<file path="config.mk">
export PLATFORM = sky130hd
export DESIGN_NAME = scope_capture
export DESIGN_NICKNAME = d
export VERILOG_FILES = /design/src/rtl/scope_capture_pkg.sv /design/src/rtl/scope_capture_ram.sv /design/src/rtl/scope_capture.sv
export SDC_FILE = /design/constraint.sdc
export NUM_CORES = 2
export LEC_CHECK = 0
export ABC_AREA = 0
export CAP_MARGIN = 30
export CORE_MARGIN = 3
export CORE_UTILIZATION = 25
export DETAILED_ROUTE_END_ITERATION = 7
export HOLD_SLACK_MARGIN = 0.08
export PLACE_DENSITY = 0.37
export SETUP_SLACK_MARGIN = 0.05
export SLEW_MARGIN = 40
export SYNTH_ARGS = -nofsm -noshare
export SYNTH_HDL_FRONTEND = slang
export SYNTH_SLANG_ARGS = --single-unit
</file>
<file path="constraint.sdc">
create_clock -name clock -period 5.9 [get_ports clock]
set_clock_uncertainty 0.15 [all_clocks]
set_input_delay 0.59 -clock clock [delete_from_list [all_inputs] [get_ports clock]]
set_output_delay 0.59 -clock clock [all_outputs]
set_load 0.02 [all_outputs]
</file>
<file path="src/rtl/scope_capture_pkg.sv">
// Shared definitions for the scope capture path and its neighbours (sndgen, vga).
package scope_capture_pkg;

    localparam int SAMPLE_W = 4;

    typedef enum logic [1:0] {
        ARMED   = 2'd0,
        CAPTURE = 2'd1,
        HOLD    = 2'd2
    } state_t;

endpackage

</file>
<file path="src/rtl/scope_capture_ram.sv">
// Simple dual-port 2*DEPTH x SAMPLE_W sample memory; the array has no reset,
// only the registered read output does.
module scope_ram
    import scope_capture_pkg::*;
#(
    parameter int DEPTH = 256,
    parameter int AW    = 8
) (
    input  logic                clock,
    input  logic                reset,
    input  logic                wr_en,
    input  logic [AW:0]         wr_addr,
    input  logic [SAMPLE_W-1:0] wr_data,
    input  logic [AW:0]         rd_addr,
    output logic [SAMPLE_W-1:0] rd_data
);

    logic [SAMPLE_W-1:0] mem [2*DEPTH];

    always_ff @(posedge clock) begin
        if (wr_en) mem[wr_addr] <= wr_data;
    end

    always_ff @(posedge clock or posedge reset) begin
        if (reset) rd_data <= '0;
        else        rd_data <= mem[rd_addr];
    end

endmodule

</file>
<file path="src/rtl/scope_capture.sv">
// Trigger-aligned, double-buffered waveform capture feeding the VGA scope view.
// The display bank flips only on frame_start while HOLDing a finished capture.
module scope_capture
    import scope_capture_pkg::*;
#(
    parameter int                  DEPTH      = 256,
    parameter int                  AW         = 8,
    parameter logic [SAMPLE_W-1:0] TRIG_LEVEL = 4'd8,
    parameter int                  TIMEOUT    = 4096
) (
    input  logic                clock,
    input  logic                reset,
    input  logic                sample_ena,
    input  logic [SAMPLE_W-1:0] sample,
    input  logic                frame_start,
    input  logic [AW-1:0]       rd_addr,
    output logic [SAMPLE_W-1:0] rd_data,
    output logic                disp_bank,
    output logic                triggered,
    output logic                busy
);

    localparam int          TW = $clog2(TIMEOUT);
    localparam logic [TW-1:0] TMO_TC = TW'(TIMEOUT - 1);
    localparam logic [AW-1:0] PTR_LAST = AW'(DEPTH - 1);

    state_t                state;
    logic [AW-1:0]         wr_ptr;
    logic [TW-1:0]         tmo_cnt;
    logic [SAMPLE_W-1:0]   prev_sample;
    logic                  trig_flag;
    logic                  trig_cond;
    logic                  start;
    logic                  wr_en;
    logic                  cap_last;

    always_comb begin
        trig_cond = (prev_sample < TRIG_LEVEL) && (sample >= TRIG_LEVEL);
        start     = (state == ARMED) && sample_ena && (trig_cond || (tmo_cnt == TMO_TC));
        wr_en     = start || ((state == CAPTURE) && sample_ena);
        cap_last  = (state == CAPTURE) && sample_ena && (wr_ptr == PTR_LAST);
    end

    // busy is registered from the next state so it lines up with the state change.
    always_ff @(posedge clock or posedge reset) begin
        if (reset) begin
            state       <= ARMED;
            wr_ptr      <= '0;
            tmo_cnt     <= '0;
            prev_sample <= '0;
            trig_flag   <= 1'b0;
            disp_bank   <= 1'b0;
            triggered   <= 1'b0;
            busy        <= 1'b0;
        end else begin
            if (sample_ena) prev_sample <= sample;
            case (state)
                ARMED: begin
                    busy <= 1'b1;
                    if (sample_ena) begin
                        if (tmo_cnt != TMO_TC) tmo_cnt <= tmo_cnt + 1'b1;
                        if (start) begin
                            wr_ptr    <= AW'(1);
                            trig_flag <= trig_cond;
                            state     <= CAPTURE;
                        end
                    end
                end
                CAPTURE: begin
                    busy <= 1'b1;
                    if (sample_ena) begin
                        wr_ptr <= wr_ptr + 1'b1;
                        if (cap_last) begin
                            state <= HOLD;
                            busy  <= 1'b0;
                        end
                    end
                end
                HOLD: begin
                    busy <= 1'b0;
                    if (frame_start) begin
                        disp_bank <= ~disp_bank;
                        triggered <= trig_flag;
                        tmo_cnt   <= '0;
                        state     <= ARMED;
                        busy      <= 1'b1;
                    end
                end
                default: begin
                    state <= ARMED;
                    busy  <= 1'b1;
                end
            endcase
        end
    end

    scope_ram #(.DEPTH(DEPTH), .AW(AW)) u_ram (
        .clock   (clock),
        .reset   (reset),
        .wr_en   (wr_en),
        .wr_addr ({~disp_bank, wr_ptr}),
        .wr_data (sample),
        .rd_addr ({disp_bank, rd_addr}),
        .rd_data (rd_data)
    );

endmodule

</file>
Word-level counts from Yosys, hierarchy flattened. Memory sizes are Yosys's and may differ from the RTL's. A register that Yosys moved wholly into a read port is not among the register bits. Index checks and enable logic that the tools add are counted.

Register bits: 30. Input port bits: 16. Logic and storage cells: 60. Output and inout bits: 7. RAM bits: 2048. Memories: 1.

$lt $le $gt $ge: 2. Reductions and logical operators: 15. Add/subtract/negate cells: 2. Mux-type cells: 20. Bitwise gates (word level): 1. Equal/unequal tests: 11.

Memory list: u_ram.mem (words 512, bits a word 4, rd ports 1, clocked after memory_dff 1, wr ports 1, line scope_capture_ram.sv:18) `logic [SAMPLE_W-1:0] mem [2*DEPTH];`.

Operator list (count): 12-bit two-way mux (3); 8-bit two-way mux (3); 12-bit case mux with 2 select lines (1); 8-bit case mux with 2 select lines (1); 12-bit by 1-bit adder with 12-bit output (second input constant) (1); 12-bit == test (second input constant) (1); 12-bit inequality test (second input constant) (1); 2-bit two-way mux (5); 2-bit inequality test (second input constant) (5); 8-bit by 1-bit adder with 8-bit output (second input constant) (1); 8-bit == test (second input constant) (1); 4-bit AND reduction (2); 2-bit case mux with 3 select lines (1); 1-bit logical AND (5); 1-bit two-way mux (5); 5-bit AND reduction (1); 4-bit >= comparator (second input constant) (1); 4-bit < comparator (second input constant) (1); 2-bit nonzero test (2); 3-bit AND reduction (1); 2-bit by 1-bit == test with 1-bit output (second input constant) (1); 2-bit == test (second input constant) (1); 2-bit zero test (1); 1-bit logical OR (2); other kinds (4) (4).

Longest topological paths before layout.
Depth in word-level cells: 7. Mapped depth: 13. Depth with buffers taken out: 8.

Modules after synthesis. A second synthesis with hierarchy kept.

Cells, all modules: 4575. Area total of the unflattened synthesis: 83311.2 µm².

By module, submodules not included: scope_ram (times used 1, sequential area each 61599.1 µm², cells each 4404, area an instance 81637.0 µm²); scope_capture (times used 1, sequential area each 675.6 µm², cells each 171, area an instance 1674.1 µm²).

Least setup slack after synthesis. OpenSTA, ideal clock, no wires.

Path kind: flip-flop to flip-flop. Start point: reg tmo_cnt[0]. End point: mem u_ram.mem[478][0] (enable). Setup slack: 2.756 ns. Setup time: 0.329 ns. Period minus slack after synthesis: 3.144 ns. Data required time: 5.421 ns. Data arrival time: 2.665 ns. Stages on the path, launching flop included: 11. Path buffers: 2. Cell sequence: dfrtp_1 ha_1 nand3_1 or4_1 o21ai_1 a21oi_2 nor2_2 buf_4 nand3_1 clkbuf_1 nor2_1.

Word-level cells in the longest chain between the ends: 6.

RTL lines: start, declared (line scope_capture.sv:29) `logic [TW-1:0] tmo_cnt;`; start signal, assigned (line scope_capture.sv:61) `if (tmo_cnt != TMO_TC) tmo_cnt <= tmo_cnt + 1'b1;`; 12-bit == test (line scope_capture.sv:39) `start = (state == ARMED) && sample_ena && (trig_cond || (tmo_cnt == TMO_TC));`; 1-bit logical OR (line scope_capture.sv:39); 1-bit logical AND (line scope_capture.sv:39); 1-bit logical OR (line scope_capture.sv:40) `wr_en = start || ((state == CAPTURE) && sample_ena);`; 1-bit two-way mux (line scope_capture_ram.sv:21) `if (wr_en) mem[wr_addr] <= wr_data;`; 1-bit two-way mux (not written as such) (line scope_capture_ram.sv:21); end, declared (line scope_capture_ram.sv:18).

Every way passes these cells.

Worst setup path after layout.
Start point: reg tmo_cnt[0]. End point: mem u_ram.mem[366][0] (enable).

The elaborated chain is that of the path after synthesis.

==> impl_metrics.csv <==
group,metric,value,unit
synth,synthCells,4536,
routing,via_per_inst,4.695,
clocking,clk_pin_slew,0.06,ns
synth,syn_area_per_cell,18.38,sq um
floorplanning,die_h,583.5,microns
sta,worst_pin_slew,0.9250,ns
critical_path,cp_max_fo,14,
clocking,cts_max_level,4,
critical_path,startpoint_type,"flip-flop",
critical_path,r2r-start,"tmo_cnt[0]",
critical_path,crit_chain,"ha_1, nand3_1, or4_1, o21ai_1, a21oi_2, nor2_4, buf_4, nand3_4, buf_4, nor2_1",
routing,vias,43050,
routing,ant_nets,0,
synth,ys_async_sr_fraction,1.491,%
critical_path,end_kind,"flip-flop",
floorplanning,die_x,583.5,microns
critical_path,cp.required,6.22,ns
global_route,grt_pass1_wl,367600,microns
final_layout,fin_util,29.08,%
floorplanning,initial_utilization,25.17,%
critical_path,critPathSlowestCell,"nor2_4",
clocking,cts_tree,"done",
floorplanning,io_pins,23,
sta,fin_setup_tns,0,ns
sta,min_period_over_period,80.17,%
routing,drc,0,
routing,dr.pass1.iters,6,
routing,dr.first_iter.drc_count,3474,
floorplanning,die_area,340500,sq um
clocking,clkLatencyLatePin,0.88,ns
status,status,"finished clean",
placement,io_buffer_count,22,
synth,ys_seq_elements,2079,
critical_path,r2r_end,"u_ram.mem[366][0]",
placement,dp_hpwl,161000,microns
floorplanning,core_area,331300,sq um
hold_path,holdCritStartpoint,"tmo_cnt[8]",
hold_path,hold_path_class,"reg2reg",
sta,setup_violations,0,
hold_path,holdPathStages,1,
hold_path,min_to,"tmo_cnt[8]",
sta,hold_viol_final,0,
placement,place.gp.congestion,0.7597,
synth,synth_area_leaders,"edfxtp_1 (74%), mux4_2 (8.9%), mux2i_1 (4.7%), nor2_1 (2.5%), o221ai_1 (1.7%)",
synth,yosys-top-cells-count,"edfxtp_1 (2,048), nor2_1 (561), mux2i_1 (391)",
sta,rsz0062_at_grt,"no",
clocking,cts.path.max_buffers,4,
synth,synth.most_common_cell,"edfxtp_1",
global_route,overflow,0,
sta,slew_viol_final,0,
synth,yosysTopAreaCell,"edfxtp_1",
critical_path,rrSetupSlack,1.17,ns
global_route,grt_pass1_vias,45780,
clocking,cts_buffers,230,
synth,syn_nets,4562,
synth,synth_fa_ha_area_share,0.1501,%
power,leakage,29.59,nW
critical_path,worstSetupStartpoint,"tmo_cnt[0]",
global_route,grt_max_degree,159,
global_route,antenna_found_initial,11,
synth,netlist_area,83380,sq um
final_layout,area_delta_synth_final,15.57,%
synth,synthDistinctLibCells,70,
run,cap_violations,0,
sta,finalCriticalPeriod,4.730,ns
synth,synth_mux_area_share,13.90,%
power,p_per_area,342.4,nW/um^2
final_layout,nets,4646,
critical_path,r2r.worst_path.cells,10,
clocking,clock-root-buffer,"clkbuf_16",
synth,synth_simple_gate_area_share,4.499,%
synth,synth_top_family_by_area,"multiplexers",
critical_path,max_stage_delay,0.65,ns
global_route,grt_usage,15.03,%
routing,wl,259600,microns
synth,synth-edff-count,2048,
final_layout,drive_gt1_share,17.76,%
sta,maxSlewHeadroom,38.33,%
synth,ys_seq_area_share,74.69,%
synth,synth-compound-area-share,4.319,%
synth,synth_xor_area_share,0.07353,%
synth,ys_warn_count,0,
critical_path,critPathKind,"reg2reg",
synth,yosys.area.top_type_share,73.76,%
floorplanning,rows,211,
critical_path,crit_top_cell,"buf_4",
synth,synth_flop_cell,"edfxtp_1",
sta,max_freq,211.4,MHz
clocking,clock-sinks,2079,
routing,wl_per_cell,28.31,microns
critical_path,crit_arrival,5.05,ns
power,ir_drop,205.3,uV
flip-flops by register name (all words and copies together), names as in the netlist:
| register | count |
|---|---|
| u_ram.mem | 2048 |
| tmo_cnt | 12 |
| wr_ptr | 8 |
| u_ram.rd_data | 4 |
| state | 2 |
| busy | 1 |
| disp_bank | 1 |
| prev_sample | 1 |
| trig_flag | 1 |
| triggered | 1 |
how the worst max path moves through the flow:
stage / end / slack (ns) / depth (start not counted)
floorplan: u_ram.mem[478][0] / 2.76 / 10
global placement: u_ram.rd_data[2] / 0.85 / 8
detailed placement: u_ram.rd_data[0] / 1.00 / 9
CTS: u_ram.mem[165][2] / 1.13 / 9
global route: u_ram.mem[150][3] / 0.97 / 10
finish: u_ram.mem[366][0] / 1.17 / 10
where the power goes:
group          switching (mW)  internal [mW]
clock network            5.91           8.12
registers               0.122           16.3
logic                    1.80          0.734
metrics by stage:
stage          worst slack [ns]  hold WS [ns]  area [sq um]  power [mW]  std cells
6_report                  1.170        0.3567         96360       32.99       9170
5_1_grt                  0.9704        0.3974         96360       34.19       9169
4_1_cts                   1.131        0.3480         96190       33.46       9162
3_5_place_dp              1.003        0.3431         88910       19.33       8743
3_3_place_gp             0.8466        0.3451         88760       19.33       8739
2_1_floorplan             2.756        0.2960         83380       17.93       4536
cell usage in the layout, fill, tap and decap left out, types with 8 or more instances in the layout:
master | synthesis | final
buf_12 | 6 | 37
buf_4 | 20 | 81
clkdlybuf4s50_1 | 0 | 12
and3_1 | 15 | 15
o21ai_0 | 56 | 55
o22ai_1 | 77 | 77
clkbuf_16 | 0 | 232
nand3_4 | 0 | 16
nand2_2 | 1 | 23
o221ai_1 | 166 | 166
nor4_1 | 16 | 16
edfxtp_1 | 2048 | 2048
nor3_1 | 42 | 42
clkbuf_1 | 133 | 40
clkinv_1 | 1 | 60
mux2i_1 | 391 | 391
nand4_1 | 10 | 10
nor2_1 | 561 | 558
inv_1 | 11 | 8
bufinv_16 | 0 | 22
a222oi_1 | 8 | 8
a21oi_1 | 98 | 98
a31oi_1 | 16 | 16
o31ai_1 | 11 | 11
mux4_1 | 8 | 8
a211oi_1 | 8 | 8
nand2_1 | 135 | 112
mux4_2 | 330 | 330
dfrtp_1 | 31 | 30
or3_1 | 13 | 13
nand3_1 | 46 | 30
a22oi_1 | 14 | 14
ha_1 | 10 | 10
clkinv_2 | 0 | 48
buf_16 | 0 | 8
cell type report:
cell class	instances	area, sq um
Multi-Input combinational cell	2142	19450
Timing Repair Buffer	155	1884
Clock buffer	272	5956
Inverter	12	55.05
Antenna cell	2	5.005
Sequential cell	2079	62280
Clock inverter	142	1274
Fill cell	32570	235000
Tap cell	4366	5463
cell families (layout without fill, tap and decap cells):
logic type      count (synthesis)  in the layout
compound gates                504            504
xor+xnor                        7              7
fa+ha+maj                      10             10
buf+inv                       315            581
flops                        2079           2079
mux                           732            732
other cells                     0              2
simple gates                  889            889
worst max-delay path: cells and delay by family (launching register included):
kind	cells	cell delay, ns
buffers and inverters	2	0.70
and+or+nand+nor	5	2.26
adders and majority gates	1	0.24
DFF	1	0.43
AOI/OAI and AO/OA	2	0.53
timing repair:
item,in CTS,in global routing
hold endpoints to repair,155,0
hold buffers,5,0
resized for setup,0,0
setup buffers,0,0
routing by layer:
metal	wire length (microns)	GRT usage, %
met5	23	0
met4	5571	3.585
met3	10610	2.073
met2	127500	25.38
met1	115900	20.39
(Power assumes the default switching activity.)
